==> src/rtl/data_memory_address.sv <==
// Registered data-bus address decoder: maps a byte address onto two SRAM banks,
// the Control Module input port and the UART1 output port with one cycle of latency.
module data_memory_address #(
    parameter int unsigned N = 32
) (
    input  logic         clk,
    input  logic         RESET,
    input  logic [N-1:0] address,
    input  logic         read,
    input  logic         write,
    output logic         Control_Module,
    output logic         UART1,
    output logic         CE0,
    output logic         CE1,
    output logic         OE0,
    output logic         OE1,
    output logic         WE0,
    output logic         WE1
);

    localparam logic [N-1:0] Sram0Lo = 'h1000_0000;
    localparam logic [N-1:0] Sram0Hi = 'h13FF_FFFF;
    localparam logic [N-1:0] Sram1Lo = 'h1400_0000;
    localparam logic [N-1:0] Sram1Hi = 'h17FF_FFFF;
    localparam logic [N-1:0] CtrlLo  = 'h44E1_0000;
    localparam logic [N-1:0] CtrlHi  = 'h44E1_1FFF;
    localparam logic [N-1:0] UartLo  = 'h4802_2000;
    localparam logic [N-1:0] UartHi  = 'h4802_2FFF;

    typedef enum logic [2:0] {
        RegNone,
        RegSram0,
        RegSram1,
        RegCtrl,
        RegUart
    } region_e;

    region_e region;

    logic ctrl_d, uart_d, ce0_d, ce1_d, oe0_d, oe1_d, we0_d, we1_d;
    logic ctrl_q, uart_q, ce0_q, ce1_q, oe0_q, oe1_q, we0_q, we1_q;

    // An unknown address fails every if-condition and falls through to RegNone.
    always_comb begin
        region = RegNone;
        if (address >= Sram0Lo && address <= Sram0Hi) begin
            region = RegSram0;
        end else if (address >= Sram1Lo && address <= Sram1Hi) begin
            region = RegSram1;
        end else if (address >= CtrlLo && address <= CtrlHi) begin
            region = RegCtrl;
        end else if (address >= UartLo && address <= UartHi) begin
            region = RegUart;
        end
    end

    always_comb begin
        ctrl_d = 1'b0;
        uart_d = 1'b0;
        ce0_d  = 1'b1;
        ce1_d  = 1'b1;
        oe0_d  = 1'b1;
        oe1_d  = 1'b1;
        we0_d  = 1'b1;
        we1_d  = 1'b1;
        unique case (region)
            RegSram0: begin
                ce0_d = 1'b0;
                // Write wins over read, so OE and WE are never low together.
                if (write)     we0_d = 1'b0;
                else if (read) oe0_d = 1'b0;
            end
            RegSram1: begin
                ce1_d = 1'b0;
                if (write)     we1_d = 1'b0;
                else if (read) oe1_d = 1'b0;
            end
            RegCtrl: ctrl_d = 1'b1;
            RegUart: uart_d = 1'b1;
            default: ;
        endcase
    end

    always_ff @(posedge clk) begin
        if (RESET) begin
            ctrl_q <= 1'b0;
            uart_q <= 1'b0;
            ce0_q  <= 1'b1;
            ce1_q  <= 1'b1;
            oe0_q  <= 1'b1;
            oe1_q  <= 1'b1;
            we0_q  <= 1'b1;
            we1_q  <= 1'b1;
        end else begin
            ctrl_q <= ctrl_d;
            uart_q <= uart_d;
            ce0_q  <= ce0_d;
            ce1_q  <= ce1_d;
            oe0_q  <= oe0_d;
            oe1_q  <= oe1_d;
            we0_q  <= we0_d;
            we1_q  <= we1_d;
        end
    end

    assign Control_Module = ctrl_q;
    assign UART1          = uart_q;
    assign CE0            = ce0_q;
    assign CE1            = ce1_q;
    assign OE0            = oe0_q;
    assign OE1            = oe1_q;
    assign WE0            = we0_q;
    assign WE1            = we1_q;

endmodule

==> config.mk <==
export PLATFORM = sky130hd
export DESIGN_NAME = data_memory_address
export DESIGN_NICKNAME = d
export VERILOG_FILES = /design/src/rtl/data_memory_address.sv
export SDC_FILE = /design/constraint.sdc
export NUM_CORES = 1
export LEC_CHECK = 0
export CORE_MARGIN = 2
export CORE_UTILIZATION = 27
export DETAILED_ROUTE_END_ITERATION = 8
export MAX_ROUTING_LAYER = met4
export PLACE_DENSITY = 0.78
export REMOVE_ABC_BUFFERS = 1
export SKIP_LAST_GASP = 1
export SYNTH_ARGS = -nofsm -noshare
export SYNTH_HDL_FRONTEND = slang
export SYNTH_SLANG_ARGS = --single-unit
export TNS_END_PERCENT = 5
==> constraint.sdc <==
create_clock -name clk -period 1.59 [get_ports clk]
set_clock_uncertainty 0.1 [all_clocks]
set_input_delay 0.2385 -clock clk [delete_from_list [all_inputs] [get_ports clk]]
set_output_delay 0.2385 -clock clk [all_outputs]
set_load 0.1 [all_outputs]
==> results.md, run 1 <==
- Status: completed
- Number of global-route vias before repair: around 600
- DP Wirelength: ~1200 um
- Final Cycle Share: 0.9969
- Die W: 42.93 um
- Clock Sinks: 8
- Setup Viol. Count Final: 0
- WS Path Type: primary input to flip-flop
- Lkg Pwr: about 0.43 nW
- Via density: 5.068
- Critical path's top delay family: compound AO/OA/AOI/OAI gates
- GP Congestion: between 0.8 and 0.9
- Tmin final: approximately 1.6 ns
- Netlist cell types: 19
- Worst Setup End Kind: flip-flop
- Routed WL: between 1000 and 1500 um
- Hold Path Class: primary input to flip-flop
- CP required: about 1.6 ns
- Synth Cell Area: 409.1 um2
- Worst IR drop on VDD: 0.3096 mV
- DR vias: between 500 and 600
- Fill cell count: 110
- First-pass GRT wire length: 2318 um
- Drt drc: 0
- Design Area, Final: approximately 1100 um2
- DRT antenna net count: 0
- Reg clk slew, reported paths: roughly 0.05 ns
- Avg Cell Area, Syn: about 8.9 um2
- Largest net degree at the start of global routing: 6
- Crit path arrival time: 1.62 ns
- Total power: about 0.00050 W
- Layout cells sized above 1: 0.2376
- Ant diodes: 0
- Die area: about 1800 um2
- Max-slew headroom: 0.7707
- Post-Synthesis Cells: 46
- Synth Warn #: 0
- Worst hold slack: 0.2565 ns
- Die Span Y: roughly 43 um
- Hold Vio Cnt, Final: 0
- Pwr dens: approximately 470 nW/um2
- Startpoint Class: primary input
- Crit path largest cell delay: 0.44 ns
- WL per Instance: approximately 12 um
- Pre-Repair DR Iteration Count: 4
- H-tree Lvls: 1
- Fin. max-slew vios: 0
- Grt total ovfl: 0
- Number of I/O port buffers: 43
- All-Layer GR Usage: 0.1659
- WP buf/inv: 1
- FP Rows: 14
- CP max stage cell: clkdlybuf4s50_1
- CTS tree: done
- Initial antenna violation count: 0
- Critical Path Fanout Max: 2
- Root Buffer: clkbuf_4
- Number of clock buffers inserted by TritonCTS: 3
- Area Growth Syn to Fin: 158.1%
- Setup TNS: 0 ns
- CTS max path bufs: 2
- Starting Density: 0.2814
- Placed inst area: about 1000 um2
- Register area share after synthesis: 0.3914
- Max Cap Viol: 0
- Worst path cell trace: clkdlybuf4s50_1 -> o311ai_2 -> nand4b_1 -> a311o_1 -> o211a_1
- Post-synthesis register bit count: 8
- Initial drt markers: 7
- Nets: roughly 140
- Worst slew pin tran: between 0.3 and 0.4 ns
- Io pins: 44
- Fmax: between 600 and 700 MHz
- CORE AREA: approximately 1500 um2
synthesized netlist by cell type:
cell      n  area, um2
nor3b_1   1      7.510
nand2_1   5      18.77
nand3_1   3      15.01
o211a_1   1      10.01
nor3_1    3      15.01
o21ai_0   1      5.000
a311oi_1  2      17.52
nor4_1    1      6.260
nor4_4    1      21.27
nor2_1    5      18.77
inv_1     3      11.26
nor2b_1   1      6.260
nor4b_2   1      15.01
dfxtp_1   8      160.2
nor4b_1   1      8.760
nand4_1   3      18.77
nand4b_1  4      35.03
a311o_1   1      10.01
o311ai_1  1      8.760
path summary, 6_finish.rpt:
kind / from / end / slack, ns / cells after the start
worst max-delay path: address[25] / UART1 / 0.005 / 5
worst min-delay path: address[23] / Control_Module / 0.26 / 3
routing by layer:
| layer | share of wire | vias to the layer above | track usage | wire, um |
|---|---|---|---|---|
| met5 | 0 | - | - | 0 |
| met4 | 0.0098 | 0 | 0.05625 | 14 |
| met3 | 0.12 | 2 | 0.05106 | 168 |
| met1 | 0.39 | 263 | 0.1615 | 554 |
| li1 | - | 292 | - | - |
| met2 | 0.48 | 36 | 0.3061 | 695 |
power breakdown:
part           switching (W)  internal [W]  total, W
sequential       0.000000434      0.000201  0.000202
clock              0.0000615     0.0000859  0.000147
combinational      0.0000476      0.000101  0.000148
total               0.000109      0.000388  0.000498
flip-flops by register name, indices dropped and copies added (netlist names):
signal,cells
CE0,1
CE1,1
Control_Module,1
OE0,1
OE1,1
UART1,1
WE0,1
WE1,1
cell usage in the layout, fill, tap and decap left out, drive strengths merged, types with 2 or more instances in the layout:
| cell | netlist | final |
|---|---|---|
| nand3 | 3 | 3 |
| nand4b | 4 | 4 |
| clkdlybuf4s50 | 0 | 32 |
| nor4b | 2 | 2 |
| buf | 0 | 17 |
| nand4 | 3 | 3 |
| dfxtp | 8 | 8 |
| nor2 | 5 | 5 |
| a311oi | 2 | 2 |
| clkbuf | 0 | 3 |
| nor3 | 3 | 3 |
| dlymetal6s2s | 0 | 2 |
| inv | 3 | 3 |
| nand2 | 5 | 5 |
| nor4 | 2 | 2 |
through the flow:
stage | utilization | std cells | setup WS (ns)
floorplan | - | 46 | 0.2792
global placement | 0.6876 | 113 | -0.2419
detailed placement | 0.6876 | 113 | -0.2820
CTS | 0.7117 | 117 | 0.0006756
global route | 0.7263 | 117 | -0.04079
finish | 0.7263 | 117 | 0.004997
cell type report:
type                    count  area [um2]  share of cell area
flip-flops and latches      8       160.2              0.1517
clock buffers               3       22.52             0.02133
well taps                  16       20.02             0.01896
inverters                   3       11.26             0.01066
multi-input cells          35       260.3              0.2464
repair buffers             52       581.8              0.5509
logic make-up (layout without fill, tap and decap cells):
group,count (synthesis),count (layout),share of synthesized area
and+or+nand+nor,29,29,0.4557
DFF,8,8,0.3914
AOI/OAI and AO/OA,6,6,0.1254
buffers and inverters,3,58,0.02752
timing repair:
item	4_1_cts	5_1_grt
resized for setup	2	4
pin swaps	2	4
cloned	0	0
setup endpoints to repair	1	1
hold buffers	0	0
buffers inserted	1	0
Power figures use the tool's default switching activity.
==> run 2: changes to the inputs <==
--- a/config.mk
+++ b/config.mk
@@ -11,6 +11,7 @@
 export MAX_ROUTING_LAYER = met4
 export PLACE_DENSITY = 0.78
 export REMOVE_ABC_BUFFERS = 1
+export SKIP_CTS_REPAIR_TIMING = 1
 export SKIP_LAST_GASP = 1
 export SYNTH_ARGS = -nofsm -noshare
 export SYNTH_HDL_FRONTEND = slang
==> results.md, run 2 (same netlist as run 1, synthesis figures left out) <==
- Initial drt markers: 7
- DP Wirelength: between 1000 and 1500 um
- Critical Path Fanout Max: 2
- Worst path depth: 5
- Layout cells sized above 1: 0.2376
- Startpoint Class: primary input
- Internal power: 0.0003887 W
- Clock power share: 0.296
- Fin. max-slew vios: 0
- Grt total ovfl: 0
- WS Path Type: primary input to flip-flop
- Worst Setup End Kind: flip-flop
- Number of clock buffers inserted by TritonCTS: 3
- GR Util met2: 0.3061
- Crit path arrival time: around 1.6 ns
- Final Cycle Share: 0.9988
- Hold path cells: 3
- CTS max path bufs: 2
- Status: completed
- Combinational share of power: 0.299
- Die W: between 40 and 50 um
- Register share of total power: 0.405
- Setup Viol. Count Final: 0
- Worst Setup EP: UART1
- Root Buffer: clkbuf_4
- Worst IR drop on VDD: just over 0.3 mV
- WP buf/inv: 1
- Via density: around 5.1
- Io pins: 44
- Setup TNS: 0 ns
- Max-slew headroom: 0.7707
- Nets: 139
- CORE AREA: between 1000 and 1500 um2
- Fill cell count: roughly 110
- Clock Sinks: 8
- GP Congestion: around 0.82
- CTS tree: done
- M1 GR Usage: 0.1589
- CP required: around 1.6 ns
- Pre-Repair DR Iteration Count: 4
- H-tree Lvls: 1
- Ant diodes: 0
- Starting Density: 0.2814
- CP max stage cell: clkdlybuf4s50_1
- Dpl ws: -0.2820 ns
- Multi-input logic area: roughly 260 um2
- Lkg Pwr: about 0.43 nW
- Critical path's top delay family: compound AO/OA/AOI/OAI gates
- Reg clk slew, reported paths: about 0.050 ns
- Max Cap Viol: 0
- Drt drc: 0
- Crit path largest cell delay: between 0.4 and 0.5 ns
- Top Usage Layer GRT: met2
- Routed WL: roughly 1400 um
- All-Layer GR Usage: 0.1650
- Fmax: 629.7 MHz
- DRT antenna net count: 0
- Number of global-route vias before repair: approximately 600
- Die area: around 1800 um2
- Total power: between 0.0004 and 0.0005 W
- Area Growth Syn to Fin: 159.0%
- WL per Instance: approximately 12 um
- Hold Path Class: primary input to flip-flop
- First-pass GRT wire length: around 2300 um
- Pwr dens: 469.8 nW/um2
- Die Span Y: 42.93 um
- FP Rows: 14
- Register area: around 160 um2
- Hold Vio Cnt, Final: 0
- Crit path from: address[25]
- DR vias: approximately 590
- Largest net degree at the start of global routing: 6
- HP Start: address[21]
- Tmin final: about 1.6 ns
- Worst path cell trace: clkdlybuf4s50_1 -> o311ai_2 -> nand4b_1 -> a311o_1 -> o211a_1
- Number of I/O port buffers: 43
- Worst slew pin tran: approximately 0.34 ns
- Final setup margin: approximately 0.0019 ns
- Initial antenna violation count: 0
- P_sw: about 0.00011 W
- Most frequent cells in the layout: clkdlybuf4s50_1 (32), buf_4 (9), dfxtp_1 (8), buf_12 (8)
- Switch share: 0.2193
- Most common cell after layout, fill and taps aside: clkdlybuf4s50_1
- GR met3 Demand/Resource: 0.05106
run 2: changes by cell type in the layout (fill, tap and decap cells not counted), sizes merged:
cell and delta:
dlygate4sd2 -1, dlymetal6s2s +1
run 2: cell type report:
type / count / share of cell area
timing repair buffer: 52 / 0.5525
multi-input combinational: 35 / 0.2456
sequential: 8 / 0.1511
clock buffer: 3 / 0.02125
tap: 16 / 0.01889
inverter: 3 / 0.01063
run 2: stage by stage:
stage / area, um2 / hold slack (ns) / instances / util
floorplan: 409.1 / 0.2004 / 46 / -
finish: 1060 / 0.2495 / 117 / 0.7289
global route: 1060 / 0.2576 / 117 / 0.7289
CTS: 1022 / 0.4665 / 116 / 0.7031
global placement: 999.7 / 0.6048 / 113 / 0.6876
detailed placement: 999.7 / 0.6050 / 113 / 0.6876
run 2: worst min-delay path by stage:
stage | to | slack, ns
floorplan | WE0 | 0.20
global placement | OE0 | 0.60
detailed placement | CE1 | 0.61
CTS | WE1 | 0.47
global route | Control_Module | 0.26
finish | Control_Module | 0.25
run 2: routing by layer:
layer  vias up  share of wire  routed length (um)
met1       263           0.38                 548
li1        292              -                   -
met3         2           0.12                 170
met2        36           0.49                 695
met4         0         0.0098                  14
met5         -              0                   0
run 2: power groups by stage:
stage	combinational, W	clock, W	sequential, W
after CTS	0.000143	0.000149	0.000202
after global routing	0.000160	0.000163	0.000201
final	0.000149	0.000147	0.000202
after floorplan	0.0000194	0	0.000210
after detailed placement	0.000142	0	0.000206
after global placement	0.000139	0	0.000206
